`src/rtl/mem_port_arbiter.sv`:
```
// mem_port_arbiter
//   Arbitrates the single-ported main memory between instruction fetch (I)
//   and data load/store (D). It grants one requester at a time and drives the
//   memory enable/RW/byte strobes. It completes the access on MOC, or aborts
//   it after TIMEOUT enable cycles. It returns read data and a one-cycle ack
//   to the winner.
//
// Ports
//   clk, reset         rising-edge clock, synchronous active-low reset
//   i_req/i_addr       fetch request (always a word read)
//   i_ack/i_rdata      fetch completion pulse / fetched word (held)
//   d_req/d_rw/d_byte  data request, 1=write, 1=byte access
//   d_addr/d_wdata     data address / store data
//   d_ack/d_rdata      data completion pulse / load data (held)
//   mem_*              memory-side strobes, address, data, MOC handshake
//   busy               high while the sequencer is not idle
//   timeout_err        pulses together with the ack of a timed-out access
module mem_port_arbiter #(
    parameter int AW      = 32,
    parameter int DW      = 32,
    parameter int TIMEOUT = 15
) (
    input  logic          clk,
    input  logic          reset,
    input  logic          i_req,
    input  logic [AW-1:0] i_addr,
    output logic          i_ack,
    output logic [DW-1:0] i_rdata,
    input  logic          d_req,
    input  logic          d_rw,
    input  logic          d_byte,
    input  logic [AW-1:0] d_addr,
    input  logic [DW-1:0] d_wdata,
    output logic          d_ack,
    output logic [DW-1:0] d_rdata,
    output logic          mem_enable,
    output logic          mem_rw,
    output logic          mem_byte,
    output logic [AW-1:0] mem_addr,
    output logic [DW-1:0] mem_wdata,
    input  logic          mem_moc,
    input  logic [DW-1:0] mem_rdata,
    output logic          busy,
    output logic          timeout_err
);

    typedef enum logic [1:0] {IDLE, ACCESS, RELEASE} state_t;

    localparam logic [7:0] WAIT_LAST = 8'(TIMEOUT - 1);

    state_t     state;
    logic [1:0] starv;   // D grants made while I was waiting; saturates at 2
    logic [7:0] wcnt;    // cycles spent in ACCESS
    logic       owner;   // 1 = D owns the current access, 0 = I

    // The mem_* output registers double as the latched request. They are
    // loaded only on a grant, so they stay stable for the whole access.
    always_ff @(posedge clk) begin
        if (!reset) begin
            state       <= IDLE;
            starv       <= '0;
            wcnt        <= '0;
            owner       <= 1'b0;
            i_ack       <= 1'b0;
            d_ack       <= 1'b0;
            i_rdata     <= '0;
            d_rdata     <= '0;
            mem_enable  <= 1'b0;
            mem_rw      <= 1'b0;
            mem_byte    <= 1'b0;
            mem_addr    <= '0;
            mem_wdata   <= '0;
            busy        <= 1'b0;
            timeout_err <= 1'b0;
        end else begin
            case (state)
                IDLE: begin
                    // D has priority unless I has already lost twice in a row.
                    if (d_req && !(starv == 2'd2 && i_req)) begin
                        owner      <= 1'b1;
                        mem_addr   <= d_addr;
                        mem_rw     <= d_rw;
                        mem_byte   <= d_byte;
                        mem_wdata  <= d_wdata;
                        mem_enable <= 1'b1;
                        busy       <= 1'b1;
                        wcnt       <= '0;
                        state      <= ACCESS;
                        if (i_req && starv != 2'd2)
                            starv <= starv + 2'd1;
                    end else if (i_req) begin
                        owner      <= 1'b0;
                        mem_addr   <= i_addr;
                        mem_rw     <= 1'b0;
                        mem_byte   <= 1'b0;
                        mem_wdata  <= '0;
                        mem_enable <= 1'b1;
                        busy       <= 1'b1;
                        wcnt       <= '0;
                        starv      <= '0;
                        state      <= ACCESS;
                    end
                end

                ACCESS: begin
                    wcnt <= wcnt + 8'd1;
                    if (mem_moc) begin
                        mem_enable <= 1'b0;
                        state      <= RELEASE;
                        if (owner) begin
                            d_ack <= 1'b1;
                            if (!mem_rw)
                                d_rdata <= mem_rdata;
                        end else begin
                            i_ack   <= 1'b1;
                            i_rdata <= mem_rdata;
                        end
                    end else if (wcnt == WAIT_LAST) begin
                        // No MOC in time. Complete the access anyway so the
                        // requester never hangs, and zero any read result.
                        mem_enable  <= 1'b0;
                        timeout_err <= 1'b1;
                        state       <= RELEASE;
                        if (owner) begin
                            d_ack <= 1'b1;
                            if (!mem_rw)
                                d_rdata <= '0;
                        end else begin
                            i_ack   <= 1'b1;
                            i_rdata <= '0;
                        end
                    end
                end

                RELEASE: begin
                    // An extra idle cycle guarantees two enable-low cycles
                    // between accesses.
                    i_ack       <= 1'b0;
                    d_ack       <= 1'b0;
                    timeout_err <= 1'b0;
                    busy        <= 1'b0;
                    state       <= IDLE;
                end

                default: state <= IDLE;
            endcase
        end
    end

endmodule

```
`config.mk`:
```
export PLATFORM = sky130hd
export DESIGN_NAME = mem_port_arbiter
export DESIGN_NICKNAME = d
export VERILOG_FILES = /design/src/rtl/mem_port_arbiter.sv
export SDC_FILE = /design/constraint.sdc
export NUM_CORES = 1
export LEC_CHECK = 0
export ABC_AREA = 1
export CAP_MARGIN = 20
export CORE_ASPECT_RATIO = 0.5
export CORE_MARGIN = 2
export CORE_UTILIZATION = 38
export CTS_CLUSTER_DIAMETER = 30
export DETAILED_ROUTE_END_ITERATION = 8
export PLACE_DENSITY = 0.8
export SETUP_SLACK_MARGIN = 0.15
export SYNTH_ARGS = -nofsm -noshare
export SYNTH_HDL_FRONTEND = slang
export SYNTH_SLANG_ARGS = --single-unit
export TNS_END_PERCENT = 10
```
`constraint.sdc`:
```
create_clock -name clk -period 1.8 [get_ports clk]
set_input_delay 0.54 -clock clk [delete_from_list [all_inputs] [get_ports clk]]
set_output_delay 0.54 -clock clk [all_outputs]
set_load 0.1 [all_outputs]
```
==> out/metrics.cfg <==
[outcome]
outcome = finished, final reports clean

[worst_setup_path]
cp.arrival_ps = 1940
critPathKind = reg2reg
worstPathRequired_ps = 2110
critPathLaunchType = register
critPathMaxFanout = 9
endpoint_kind = register

[die]
start_util_pct = 38.58
die_y_um = 97.64
die_w_um = 191.3
dieArea_sq_um = 18680
core_sq_um = 17270
std_cell_rows = 34
pin_count = 270

[logic_synthesis]
syn-cell-area_sq_um = 6664
synth.avg_cell_area_sq_um = 6.745
syn_inst = 988
ys_seq_area_share_pct = 44.46
ys_ff_latch = 148
yosys_warnings = 0
yosysUniqueCellTypes = 24
syn_nets = 1130

[global_route]
grtUsageTotal_pct = 23.22
grt_pass1_vias = 7310
busiest_layer = met2
use_met2_pct = 42.02
grtUsageMet3_pct = 6.031
grt-ovfl-total = 0
antenna_found_initial = 0
grt_first_pass_wirelength_um = 35130
grt_max_degree = 71
gr-usage-met1_pct = 26.21

[final_layout]
mostFrequentLayoutCell = nand2_1
final_layout_size_suffix_gt1_share_pct = 18.51
final_cell_mix = 292 x nand2_1, 148 x buf_12, 145 x dfxtp_1
area_growth_pct = 79.48
fin_nets = 1388
antenna_cells = 0
fill_cells = 1266

[sta]
rsz0062_at_grt = yes
clock_skew_ps = 10.66
setup_viol = 0
slew_headroom_pct = 73.73
hold_ws_ps = 484.8
hold_viol = 0
layout_min_cycle_time_ps = 1630
slew_violations = 0
fin_tns_setup_ps = 0
worstMarginPinSlew_ps = 394.1
fmax_ghz = 0.6136
fin_crit_sh_pct = 90.54

[routing]
totalWireLength_um = 22440
viasPerCell = 4.967
vias = 7415
dr.pass1.iters = 5
drt_iter0_markers = 430
drc = 0
final_antenna_net_count = 0
drt-wirelength-per-cell_um = 15.03

[power_and_ir_drop]
p_total_w = 0.01255
p_per_area_nw_per_um2 = 1049
irDropWorstVdd_v = 0.0007390
power_leakage_nw = 5.123

[placed_design]
io_buffers = 269
place_congestion = 0.8207
dpl.hpwl_um = 15870

[clock_tree]
cts_tree = done
cts_max_level = 4
cts_sinks = 148
cts_root_buf = clkbuf_16
clk_latency_ps = 420
cts.path.max_buffers = 2
cts_hold_buffers = 0
cts_buffers = 17
clk_pin_slew_worst_paths_ps = 60

[worst_hold_path]
hold_class = reg2reg

[job]
maxCapViolCount = 0

metal layers:
| layer | routed length, um | vias to the layer above |
|---|---|---|
| li1 | - | 3636 |
| met1 | 8942 | 3468 |
| met2 | 11550 | 265 |
| met3 | 1439 | 46 |
| met4 | 507 | 0 |
| met5 | 0 | - |
report_power, final:
group	leakage, nW	internal [W]	switching (W)
combinational	3.61	0.00179	0.00313
sequential	1.21	0.00358	0.000316
clock	0.299	0.00228	0.00146
total	5.12	0.00765	0.00490
Yosys cell counts:
cell      count  area (sq um)
clkinv_1      1         3.750
buf_2        22         110.1
buf_1        17         63.81
ha_1          7         87.58
o21ai_2       1         8.760
o21bai_1      1         7.510
o21ai_4       1         16.27
o21ai_0      37         185.2
nand3_4       1         17.52
a31oi_1      32         200.2
dfxtp_1     148          2963
buf_4         1         7.510
inv_2         7         26.28
inv_1       141         529.3
a211oi_1      1         7.510
xor2_1        1         8.760
nor2_1       85         319.1
a21oi_1      49         245.2
a21oi_2       1         8.760
nand3_1      44         220.2
nand4_1      64         400.4
nand2_1     295          1107
a21boi_0      1         7.510
clkbuf_1     30         112.6
registers in the layout, summed over array words and instances, names as in the netlist:
register     flops
wcnt             8
owner            1
mem_enable       1
mem_byte         1
starv            2
mem_rw           1
state            2
d_ack            1
busy             1
mem_addr        32
i_ack            1
d_rdata         32
timeout_err      1
mem_wdata       32
i_rdata         32
cell type report:
class | count | area (sq um) | share of cell area, %
Timing Repair Buffer | 309 | 4596 | 38.42
Sequential cell | 148 | 2969 | 24.82
Multi-Input combinational cell | 621 | 2918 | 24.40
Inverter | 149 | 561.8 | 4.697
Clock buffer | 20 | 456.7 | 3.818
Tap cell | 234 | 292.8 | 2.448
Clock inverter | 12 | 166.4 | 1.391
logic make-up (layout without fill, tap and decap cells):
family,Yosys count,after routing,share of synthesized area (%)
simple gates,489,489,30.98
buf+inv,219,490,12.81
flops,148,148,44.46
compound gates,124,124,10.31
fa+ha+maj,7,7,1.314
xor+xnor,1,1,0.1315
what timing repair did:
item | in CTS | in global routing
endpoints found under the setup margin | 43 | 126
pin swaps | 0 | 6
cloned | 0 | 5
setup buffers | 0 | 3
gates resized for setup | 1 | 21
worst max-delay path: stages (launching register included):
cell and delay [ps]:
dfxtp_1 330, inv_1 120, ha_2 220, inv_1 120, o21ai_4 270, nand2_1 150, nor2_1 110, nand2_1 80
nand2_1 100, nor2_1 40
worst paths after layout:
| kind | startpoint | endpoint | slack, ps | depth (start not counted) |
|---|---|---|---|---|
| setup / recovery | state[1] | wcnt[5] | 170 | 9 |
| hold / removal | wcnt[0] | wcnt[0] | 480 | 1 |
| setup reg to reg | state[1] | wcnt[5] | 170 | 9 |
| hold reg to reg | wcnt[0] | wcnt[0] | 480 | 1 |
metrics by stage:
step / setup slack [ps] / cell area [sq um] / util, % / cells
floorplan: 259.0 / 6665 / - / 988
global placement: -206.3 / 11110 / 64.33 / 1453
detailed placement: -253.5 / 11110 / 64.33 / 1453
CTS: 94.79 / 11740 / 67.97 / 1485
global route: 72.45 / 11960 / 69.25 / 1493
finish: 170.3 / 11960 / 69.25 / 1493
(Power assumes the default switching activity.)
